### src/rtl/omicron_pkg.sv
// Shared widths and the pending-write entry type used by the writeback slice.
package omicron_pkg;

  localparam int REG_ADDR_W = 3;
  localparam int DATA_W     = 16;
  localparam logic [REG_ADDR_W-1:0] REG_ZERO = 3'b0;

  typedef struct packed {
    logic [REG_ADDR_W-1:0] addr;
    logic [DATA_W-1:0]     data;
  } wb_entry_t;

endpackage

### src/rtl/wb_fifo.sv
// In-order pending-write queue; exposes its storage and per-slot valid bits
// so the parent can search queued entries for operand bypass.
module wb_fifo
  import omicron_pkg::*;
#(
  parameter  int DEPTH = 4,
  localparam int PTR_W = $clog2(DEPTH),
  localparam int CNT_W = $clog2(DEPTH + 1)
) (
  input  logic                  clk_n,
  input  logic                  rst_n,
  input  logic                  push,
  input  wb_entry_t             push_entry,
  input  logic                  pop,
  output logic                  full,
  output logic                  empty,
  output wb_entry_t             head,
  output wb_entry_t [DEPTH-1:0] entries,
  output logic [DEPTH-1:0]      valid,
  output logic [PTR_W-1:0]      rd_ptr
);

  wb_entry_t [DEPTH-1:0] mem;
  logic [PTR_W-1:0]      wr_ptr;
  logic [CNT_W-1:0]      count;
  logic                  do_push;
  logic                  do_pop;

  assign do_push = push & ~full;
  assign do_pop  = pop & ~empty;

  // Storage is cleared on reset so the head port reads zero while held in reset.
  always_ff @(posedge clk_n or negedge rst_n) begin
    if (!rst_n) begin
      mem    <= '0;
      valid  <= '0;
      wr_ptr <= '0;
      rd_ptr <= '0;
      count  <= '0;
    end else begin
      if (do_push) begin
        mem[wr_ptr]   <= push_entry;
        valid[wr_ptr] <= 1'b1;
        wr_ptr        <= wr_ptr + 1'b1;
      end
      if (do_pop) begin
        valid[rd_ptr] <= 1'b0;
        rd_ptr        <= rd_ptr + 1'b1;
      end
      case ({do_push, do_pop})
        2'b10:   count <= count + 1'b1;
        2'b01:   count <= count - 1'b1;
        default: count <= count;
      endcase
    end
  end

  assign empty   = (count == '0);
  assign full    = (count == CNT_W'(DEPTH));
  assign head    = mem[rd_ptr];
  assign entries = mem;

endmodule

### src/rtl/reg_writeback.sv
// Register writeback: arbitrates load/ALU results into a pending-write queue,
// drains it to the register file, and optionally bypasses (OMICRON_WB_BYPASS_EN).
module reg_writeback
  import omicron_pkg::*;
#(
  parameter  int DEPTH = 4,
  localparam int PTR_W = $clog2(DEPTH)
) (
  input  logic                  clk_n,
  input  logic                  rst_n,
  input  logic                  alu_valid,
  input  logic [REG_ADDR_W-1:0] alu_addr,
  input  logic [DATA_W-1:0]     alu_data,
  output logic                  alu_ready,
  input  logic                  mem_valid,
  input  logic [REG_ADDR_W-1:0] mem_addr,
  input  logic [DATA_W-1:0]     mem_data,
  output logic                  mem_ready,
  input  logic                  wb_stall,
  output logic                  wea,
  output logic [REG_ADDR_W-1:0] waddr,
  output logic [DATA_W-1:0]     wdata,
  input  logic [REG_ADDR_W-1:0] raddr1,
  input  logic [REG_ADDR_W-1:0] raddr2,
  output logic                  fwd1_hit,
  output logic [DATA_W-1:0]     fwd1_data,
  output logic                  fwd2_hit,
  output logic [DATA_W-1:0]     fwd2_data,
  output logic                  busy
);

  logic                  fifo_full;
  logic                  fifo_empty;
  logic                  fifo_push;
  wb_entry_t             push_entry;
  wb_entry_t             fifo_head;
  wb_entry_t [DEPTH-1:0] fifo_entries;
  logic [DEPTH-1:0]      fifo_valid;
  logic [PTR_W-1:0]      fifo_rd_ptr;
  logic                  mem_fire;
  logic                  alu_fire;

  // Loads win arbitration; readies are held low while in reset.
  assign mem_ready = rst_n & ~fifo_full;
  assign alu_ready = rst_n & ~fifo_full & ~mem_valid;
  assign mem_fire  = mem_valid & mem_ready;
  assign alu_fire  = alu_valid & alu_ready;

  // Writes to $0 complete the handshake but never occupy a slot.
  assign push_entry = mem_fire ? wb_entry_t'{addr: mem_addr, data: mem_data}
                               : wb_entry_t'{addr: alu_addr, data: alu_data};
  assign fifo_push  = (mem_fire & (mem_addr != REG_ZERO)) |
                      (alu_fire & (alu_addr != REG_ZERO));

  assign wea   = ~fifo_empty & ~wb_stall;
  assign waddr = fifo_head.addr;
  assign wdata = fifo_head.data;
  assign busy  = ~fifo_empty;

  wb_fifo #(.DEPTH(DEPTH)) u_fifo (
    .clk_n      (clk_n),
    .rst_n      (rst_n),
    .push       (fifo_push),
    .push_entry (push_entry),
    .pop        (wea),
    .full       (fifo_full),
    .empty      (fifo_empty),
    .head       (fifo_head),
    .entries    (fifo_entries),
    .valid      (fifo_valid),
    .rd_ptr     (fifo_rd_ptr)
  );

`ifdef OMICRON_WB_BYPASS_EN
  logic [PTR_W-1:0] scan_idx;

  // Walk oldest to youngest from the read pointer so the youngest match wins.
  always_comb begin
    fwd1_hit  = 1'b0;
    fwd1_data = '0;
    fwd2_hit  = 1'b0;
    fwd2_data = '0;
    scan_idx  = '0;
    for (int i = 0; i < DEPTH; i++) begin
      scan_idx = fifo_rd_ptr + PTR_W'(i);
      if (fifo_valid[scan_idx] && (raddr1 != REG_ZERO) &&
          (fifo_entries[scan_idx].addr == raddr1)) begin
        fwd1_hit  = 1'b1;
        fwd1_data = fifo_entries[scan_idx].data;
      end
      if (fifo_valid[scan_idx] && (raddr2 != REG_ZERO) &&
          (fifo_entries[scan_idx].addr == raddr2)) begin
        fwd2_hit  = 1'b1;
        fwd2_data = fifo_entries[scan_idx].data;
      end
    end
  end
`else
  logic bypass_unused;

  assign fwd1_hit      = 1'b0;
  assign fwd1_data     = '0;
  assign fwd2_hit      = 1'b0;
  assign fwd2_data     = '0;
  assign bypass_unused = ^{raddr1, raddr2, fifo_entries, fifo_valid, fifo_rd_ptr};
`endif

endmodule

### config.mk
export PLATFORM = sky130hd
export DESIGN_NAME = reg_writeback
export DESIGN_NICKNAME = d
export VERILOG_FILES = /design/src/rtl/omicron_pkg.sv /design/src/rtl/wb_fifo.sv /design/src/rtl/reg_writeback.sv
export SDC_FILE = /design/constraint.sdc
export NUM_CORES = 1
export LEC_CHECK = 0
export BUFFER_PORTS_ARGS = -buffer_cell sky130_fd_sc_hd__buf_2
export CAP_MARGIN = 25
export CORE_MARGIN = 3
export CORE_UTILIZATION = 50
export DETAILED_ROUTE_END_ITERATION = 16
export PLACE_DENSITY = 0.82
export SYNTH_ARGS = -nofsm -noshare
export SYNTH_HDL_FRONTEND = slang
export SYNTH_HIERARCHICAL = 1
export SYNTH_SLANG_ARGS = --single-unit
export TNS_END_PERCENT = 20
### constraint.sdc
create_clock -name clk_n -period 7.3 [get_ports clk_n]
set_input_delay 1.095 -clock clk_n [delete_from_list [all_inputs] [get_ports clk_n]]
set_output_delay 1.095 -clock clk_n [all_outputs]
set_load 0.02 [all_outputs]
# Yosys cells after proc, flatten, opt, wreduce, memory -nomap -nowiden
# Cells that the tools add are included.
dict set report totals {
  ff_bits 83
  latchBits 0
  mem_bits_rw 0
  mem_bits_ro 0
  inputBits 49
  output_inout_bits 57
  elab_cells 47
  mem_count 0
}
dict set report op_classes {
  add_sub_neg 4
  multipliers 0
  n_div 0
  order_cmp 3
  eq_ne 3
  shifts 0
  mux 7
  bitwise 14
  n_reduce_logical 5
}
# cell count
set ops {}
lappend ops {{76-bit bitwise mux} 1}
lappend ops {{19-bit two-way mux} 3}
lappend ops {{19-bit binary-select mux with 2-bit select} 1}
lappend ops {{19-bit demux with 2-bit select} 1}
lappend ops {{1-bit AND} 9}
lappend ops {{2-bit by 3-bit < comparator with 1-bit output (second input constant)} 2}
lappend ops {{3-bit case mux with 2 select lines} 1}
lappend ops {{3-bit nonzero test} 2}
lappend ops {{2-bit by 1-bit adder with 2-bit output (second input constant)} 2}
lappend ops {{1-bit inverter} 4}
lappend ops {{3-bit by 1-bit adder with 3-bit output (second input constant)} 1}
lappend ops {{3-bit equality test (second input constant)} 1}
lappend ops {{3-bit zero test} 1}
lappend ops {{3-bit by 1-bit subtractor with 3-bit output (second input constant)} 1}
lappend ops {{2-bit by 1-bit equality test with 1-bit output (second input constant)} 1}
lappend ops {{2-bit equality test (second input constant)} 1}
lappend ops {{2-bit by 1-bit >= comparator with 1-bit output (second input constant)} 1}
lappend ops {{2-bit nonzero test} 1}
lappend ops {{1-bit logical AND} 1}
lappend ops {{1-bit OR} 1}

# Depth between registers and ports, before layout
# Gate-level depths: netlist of the first run.
dict set report depth {
  word_depth 10
  mapped_depth 11
  depth_no_buf 10
}

# By module
# Netlist of the first run, hierarchy kept.
# mod instances cells_each area_each_um2 seq_area_each_um2
set by_module_without_submodules {}
lappend by_module_without_submodules {wb_fifo 1 237 3906.2 2177.1}
lappend by_module_without_submodules {reg_writeback 1 64 630.6 0.0}

# Least setup slack after synthesis of the first run
# Ideal clock, no wire load.
dict set report synth_timing {
  kind {in2reg}
  startpoint {in mem_valid}
  endpoint {reg u_fifo.count[2]}
  setup_ps 125
  arrival_ps 2880
  required_time_ps 7175
  setup_slack_ps 4294
  path_stages 9
  n_path_buf 0
  cell_sequence {nor3b_1 o2bb2ai_1 nand2b_1 ha_1 inv_1 fa_1 xor2_1 nor2_1 xor2_1}
}
dict set report synth_via {
  elab_chain_len 8
  elab_cells_between_ends 12
  cone_classes {eq/ne: 2; mux: 1; bitwise: 8; reduce/logical: 1}
}
# element line
set synth_rtl {}
lappend synth_rtl {{from (decl)} reg_writeback.sv:15} ;# input logic mem_valid,
lappend synth_rtl {{1-bit inverter} reg_writeback.sv:45} ;# assign alu_ready = rst_n & ~fifo_full & ~mem_valid;
lappend synth_rtl {{1-bit AND} reg_writeback.sv:45}
lappend synth_rtl {{1-bit AND} reg_writeback.sv:47} ;# assign alu_fire = alu_valid & alu_ready;
lappend synth_rtl {{1-bit AND} reg_writeback.sv:53} ;# (alu_fire & (alu_addr != REG_ZERO));
lappend synth_rtl {{1-bit OR (*)} reg_writeback.sv:52} ;# assign fifo_push = (mem_fire & (mem_addr != REG_ZERO)) |
lappend synth_rtl {{named net fifo_push} reg_writeback.sv:34} ;# logic fifo_push;
lappend synth_rtl {{1-bit AND (*)} wb_fifo.sv:29} ;# assign do_push = push & ~full;
lappend synth_rtl {{2-bit by 1-bit equality test with 1-bit output or 2-bit equality test (tied branches)} wb_fifo.sv:50} ;# case ({do_push, do_pop})
lappend synth_rtl {{3-bit case mux with 2 select lines or 2-bit nonzero test (tied branches)} --}
lappend synth_rtl {{to (signal assigned)} wb_fifo.sv:51} ;# 2'b10: count <= count + 1'b1;
lappend synth_rtl {{to (signal assigned)} wb_fifo.sv:52} ;# 2'b01: count <= count - 1'b1;
lappend synth_rtl {{to (signal assigned)} wb_fifo.sv:53} ;# default: count <= count;
lappend synth_rtl {{to (decl)} wb_fifo.sv:25} ;# logic [CNT_W-1:0] count;
# Mark *: on every way through the listed nets, which the timed path passes. The rest lies on a longest branch.
# A chain may end at the register's enable or synchronous reset.

# Final worst setup path of the first run
dict set report layout_timing {
  startpoint {in mem_valid}
  endpoint {reg u_fifo.mem, in the netlist u_fifo/entries[40]}
}
dict set report layout_via {
  elab_chain_len 6
  elab_cells_between_ends 10
  cone_classes {mux: 2; bitwise: 8}
}
# element line
set layout_rtl {}
lappend layout_rtl {{1-bit inverter} reg_writeback.sv:45}
lappend layout_rtl {{1-bit AND} reg_writeback.sv:45}
lappend layout_rtl {{1-bit AND} reg_writeback.sv:47}
lappend layout_rtl {{1-bit AND} reg_writeback.sv:53}
lappend layout_rtl {{1-bit OR (*)} reg_writeback.sv:52}
lappend layout_rtl {{named net fifo_push} reg_writeback.sv:34}
lappend layout_rtl {{1-bit AND (*)} wb_fifo.sv:29}
lappend layout_rtl {{to (signal, indexed assignment)} wb_fifo.sv:42} ;# mem[wr_ptr] <= push_entry;
lappend layout_rtl {{to (decl)} wb_fifo.sv:23} ;# wb_entry_t [DEPTH-1:0] mem;
# Marked as above.

==> results of run 1 <==
==> final cells by class <==
cell class                      count  area, sq um
Fill cell                         681         3443
Clock inverter                      7        98.84
Tap cell                          105        131.4
Inverter                            8        30.03
Timing Repair Buffer               72        427.9
Clock buffer                        9        123.9
Multi-Input combinational cell    183         2008
Sequential cell                    83         2077
==> power groups by stage <==
stage / logic [W] / registers, W / clock network, W
2_1_floorplan: 0.000812 / 0.000784 / 0
3_3_place_gp: 0.000953 / 0.000834 / 0
3_5_place_dp: 0.000990 / 0.000853 / 0
4_1_cts: 0.000993 / 0.000843 / 0.000367
5_1_grt: 0.00106 / 0.000875 / 0.000386
6_report: 0.000974 / 0.000840 / 0.000359
==> registers in the layout, summed over array words and instances (netlist names) <==
name,flops
u_fifo/count,3
u_fifo/entries,76
u_fifo/rd_ptr,2
u_fifo/wr_ptr,2
==> layer usage <==
metal  up-vias  routed length (um)
met1      1241                3159
met5         -                   0
li1       1096                   -
met2        59                3908
met4         0                 143
met3        13                 316
==> critical path: cells and delay by family <==
family                 cells  cell delay, ns
AND/OR/NAND/NOR            3            1.03
AO/OA/AOI/OAI              1            0.47
buffers and inverters      2            0.34
multiplexers               1            0.34
==> per-stage QoR <==
step / utilization, % / setup slack [ns]
floorplan: - / 4.294
global placement: 55.21 / 3.668
detailed placement: 55.72 / 3.859
CTS: 58.39 / 4.220
global route: 58.72 / 4.072
finish: 58.72 / 4.239
==> worst max-delay path by stage <==
stage / startpoint / to / slack, ns / cells after the start
CTS: u_fifo/rd_ptr[1] / waddr[0] / 4.22 / 2
finish: mem_valid / u_fifo/entries[40] / 4.24 / 7
floorplan: mem_valid / u_fifo/count[2] / 4.29 / 9
detailed placement: rst_n / u_fifo/entries[51] / 3.86 / 7
global route: rst_n / u_fifo/entries[55] / 4.07 / 7
global placement: rst_n / u_fifo/entries[46] / 3.67 / 6
==> cells in the final DEF, fill, tap and decap left out <==
master	n
xor2_1	2
nand2_1	4
nand3b_4	1
o2bb2ai_1	1
nor2_1	2
nor2_2	4
clkinv_4	1
clkbuf_8	9
nor3b_4	1
nor3b_1	1
mux2_4	19
clkinv_2	1
buf_4	5
nor2b_1	2
mux4_2	19
xnor2_1	3
ha_1	6
bufinv_16	2
inv_6	2
buf_16	2
nand2b_1	1
conb_1	34
fa_1	1
mux2_2	78
clkinvlp_4	1
inv_1	8
nor3_1	2
buf_2	64
o31a_1	1
dfrtp_1	83
buf_8	1
mux2i_1	1
==> results.cfg, run 1 <==
[power_and_ir_drop]
netSwitchingFraction_pct = 34.71
p_comb_share_pct = 44.8
pwr-share-clk_pct = 16.5
power_density_nw_per_um2 = 443.8
p_int_w = 0.001419
power.net_switching_w = 0.0007543
seq_power_share_pct = 38.7
totalPowerFinal_w = 0.002173
ir_drop_mv = 0.2409
p_leak_nw = 2.290

[logic_synthesis]
postSynthAreaPerCell_sq_um = 15.05
syn_area_sq_um = 4364
syn_inst = 290
ys.warnings.count = 6

[setup_path]
rr_worst_depth = 10
start_kind = input pin
r2r_start = u_fifo/count[0]
path_class = input pin to register
cp.arrival_ns = 3.29
max_stage_delay_ns = 0.56
r2r_slack_ns = 4.35
critPathMaxFanout = 20
crit_chain = buf_2 > nand3b_4 > o2bb2ai_1 > nand2_1 > nor2_2 > buf_8 > mux2_2
critical_path_required_ns = 7.53
end_kind = register
crit_slowest_cell = nor2_2
r2r_end = u_fifo/count[2]

[sta]
maxSlewHeadroom_pct = 35.32
timing.final.crit_share_pct = 41.93
worstMarginPinSlew_ns = 0.9703
fin_hold_ws_ns = 0.5029
min_period_ns = 3.061
rsz0062_at_grt = no
fmax_mhz = 326.7
hold_violations = 0
finalSetupViolations = 0
finalClockSkew_ns = 0.01009
slew_violations = 0
tns_ns = 0

[cells_and_area]
layout-drive-gt1-share_pct = 58.01
syn2layout_area_growth_pct = 12.21
design_area_sq_um = 4897
nets = 413
diodes = 0
fin_cells = 467

[die]
fp.coreArea_sq_um = 8341
fp.dieH_um = 99.43
io_pins = 106
die-area_sq_um = 9885
rows = 33
start_util_pct = 52.33
die_x_um = 99.43

[placement]
dp.cells = 450
place_hpwl_mm = 5.267
gp_congestion = 0.7212
placed_area_sq_um = 4647
port_buffers = 65

[detailed_routing]
avgRoutedWirePerCell_um = 16.12
postRouteAntennaNets = 0
first_pass_iters = 4
via_per_inst = 5.158
routed_wl_mm = 7.527
drt_iter0_drc = 73
drc = 0
vias = 2409

[clocking]
clk_latency_ns = 0.35
clk_path_buf_depth = 2
cts_setup_buffers = 0
cts.sinks = 83
cts_hold_buf = 0
cts_max_level = 3
numCtsBuffers = 9
cts.clk_slew.worst_paths_ns = 0.08
ctsResizeCount = 0
cts_tree = built
clockRootBuffer = clkbuf_8

[global_route]
grt_max_degree = 84
grt_use_met2_pct = 27.89
grt.total_usage_pct = 16.33
grt.busiest_layer = met2
grt_pass1_wl_mm = 12.52
antenna_found_initial = 0
grt_pass1_vias = 2558
overflow = 0
grtUsageMet1_pct = 20.32
use_met3_pct = 3.086

[run]
drv_cap = 0

[hold_path]
whs_endpoint = u_fifo/count[2]
hp-class = register to register
holdPathStages = 1
hold_start = u_fifo/count[2]

[run_status]
status = complete, no violations
Power figures use the tool's default switching activity.
==> run 2: changes to the inputs <==
--- a/config.mk
+++ b/config.mk
@@ -5,12 +5,13 @@
 export SDC_FILE = /design/constraint.sdc
 export NUM_CORES = 1
 export LEC_CHECK = 0
+export ABC_AREA = 1
 export BUFFER_PORTS_ARGS = -buffer_cell sky130_fd_sc_hd__buf_2
 export CAP_MARGIN = 25
 export CORE_MARGIN = 3
-export CORE_UTILIZATION = 50
+export CORE_UTILIZATION = 49
 export DETAILED_ROUTE_END_ITERATION = 16
-export PLACE_DENSITY = 0.82
+export PLACE_DENSITY = 0.84
 export SYNTH_ARGS = -nofsm -noshare
 export SYNTH_HDL_FRONTEND = slang
 export SYNTH_HIERARCHICAL = 1
==> constraint.sdc (replaced) <==
create_clock -name clk_n -period 2.7 [get_ports clk_n]
set_input_delay 0.405 -clock clk_n [delete_from_list [all_inputs] [get_ports clk_n]]
set_output_delay 0.405 -clock clk_n [all_outputs]
set_load 0.02 [all_outputs]
==> results.cfg, run 2 <==
[run_status]
status = complete, no violations

[placement]
port_buffers = 65
dp.cells = 674
gp_congestion = 0.7741
place_hpwl_mm = 6.289
pre_cts_slack_ns = 0.1663

[setup_path]
cp.depth = 10
path_class = register to register
critPathMaxFanout = 38
end_kind = register
critical_path_buf_inv_count = 3
r2r_end = u_fifo/entries[68]
critical_path_required_ns = 2.94
r2r_start = u_fifo/count[0]
cp.arrival_ns = 2.73
path_common_cell = nand3_2
rr_worst_depth = 10
crit_slowest_cell = nand3_2
max_stage_delay_ns = 0.63
crit_chain = nor2_2 > nand2_4 > inv_1 > inv_2 > nand3_2 > inv_4 > nand2_1 > nand2_2 > nand3_2 > o21ai_0
crit_family = simple AND/OR/NAND/NOR gates
r2r_slack_ns = 0.21
crit_end = u_fifo/entries[68]
crit_start = u_fifo/count[0]
start_kind = register

[die]
fp.dieH_um = 100.1
start_util_pct = 51.71
rows = 33
die-area_sq_um = 10010
fp.coreArea_sq_um = 8382
io_pins = 106
die_x_um = 100.1

[power_and_ir_drop]
power.net_switching_w = 0.002541
ir_drop_mv = 0.7210
p_comb_share_pct = 47.4
netSwitchingFraction_pct = 44.52
seq_power_share_pct = 37.2
p_int_w = 0.003167
pwr-share-clk_pct = 15.4
power_density_nw_per_um2 = 1207
p_leak_nw = 2.484

[cells_and_area]
largest_reg_flops = 76
diodes = 0
syn2layout_area_growth_pct = 9.093
nets = 637
fin_cells = 691
mostFrequentLayoutCells = nand2_1, o21ai_0, dfrtp_1, buf_2, nor2_1
final_common_cell = nand2_1
layout-drive-gt1-share_pct = 17.58
fillers = 767

[clocking]
clockRootBuffer = clkbuf_8
cts_tree = built
cts.sinks = 83
cts_max_level = 3
clk_latency_ns = 0.34
clk_path_buf_depth = 2
cts_setup_buffers = 0
cts.clk_slew.worst_paths_ns = 0.08
numCtsBuffers = 9

[sta]
slew_violations = 0
worstMarginPinSlew_ns = 0.7640
setup_ws_ns = 0.2061
min_period_ns = 2.494
finalClockSkew_ns = 0.005621
hold_violations = 0
fmax_mhz = 401.0
timing.final.crit_share_pct = 92.37
maxSlewHeadroom_pct = 49.01
rsz0062_at_grt = yes
finalSetupViolations = 0

[detailed_routing]
vias = 3619
avgRoutedWirePerCell_um = 14.36
drc = 0
routed_wl_mm = 9.923
via_per_inst = 5.237
postRouteAntennaNets = 0
drt_iter0_drc = 267
first_pass_iters = 5

[global_route]
grt_max_degree = 84
grt.total_usage_pct = 20.63
antenna_found_initial = 0
overflow = 0
grt_pass1_vias = 3564
grt_pass1_wl_mm = 16.53

[hold_path]
hp-class = input pin to async pin

[logic_synthesis]
postSynthAreaPerCell_sq_um = 8.193
ys.warnings.count = 6
syn_area_sq_um = 4334
syn_inst = 529

[run]
drv_cap = 0
run 2: how the worst min path moves through the flow:
stage | start | to | slack, ns | cells past startpoint
2_1_floorplan | rst_n | u_fifo/count[0] | 0.11 | 0
3_3_place_gp | u_fifo/entries[47] | u_fifo/entries[47] | 0.46 | 2
3_5_place_dp | u_fifo/entries[24] | u_fifo/entries[24] | 0.47 | 2
4_1_cts | wb_stall | u_fifo/rd_ptr[0] | 0.38 | 4
5_1_grt | rst_n | u_fifo/entries[9] | 0.1 | 2
6_report | rst_n | u_fifo/entries[12] | 0.09 | 2
run 2: power by group through the flow:
stage | combinational, W | clock (W) | sequential [W]
floorplan | 0.00203 | 0 | 0.00205
global placement | 0.00256 | 0 | 0.00209
detailed placement | 0.00267 | 0 | 0.00214
CTS | 0.00269 | 0.000894 | 0.00212
global route | 0.00302 | 0.000950 | 0.00220
finish | 0.00270 | 0.000880 | 0.00212
run 2: layer usage:
layer	GRT usage (%)	vias up	part of all wire, %
li1	-	1733	-
met1	25.80	1715	41
met2	35.86	156	50
met3	3.405	15	7.4
met4	7.979	0	1.5
met5	0	-	0
run 2: repair_timing:
item,4_1_cts,5_1_grt
hold buffers,0,0
gates resized for setup,0,3
setup endpoints to repair,0,40
run 2: metrics by stage:
step	hold WS, ns	utilization (%)	instance area (sq um)	power [W]	setup TNS, ns
5_1_grt	0.09882	56.41	4728	0.006168	-0.3214
3_3_place_gp	0.4593	53.62	4494	0.004659	0
4_1_cts	0.3792	55.93	4688	0.005704	0
6_report	0.09060	56.41	4728	0.005708	0
2_1_floorplan	0.1094	-	4458	0.004079	0
3_5_place_dp	0.4689	53.62	4494	0.004804	0
run 2: layout make-up:
class | instances | area [sq um] | share of cell area (%)
Timing Repair Buffer | 73 | 407.9 | 8.627
Tap cell | 105 | 131.4 | 2.779
Sequential cell | 83 | 2077 | 43.93
Clock inverter | 5 | 52.55 | 1.111
Multi-Input combinational cell | 375 | 1769 | 37.42
Inverter | 39 | 148.9 | 3.149
Clock buffer | 11 | 141.4 | 2.990
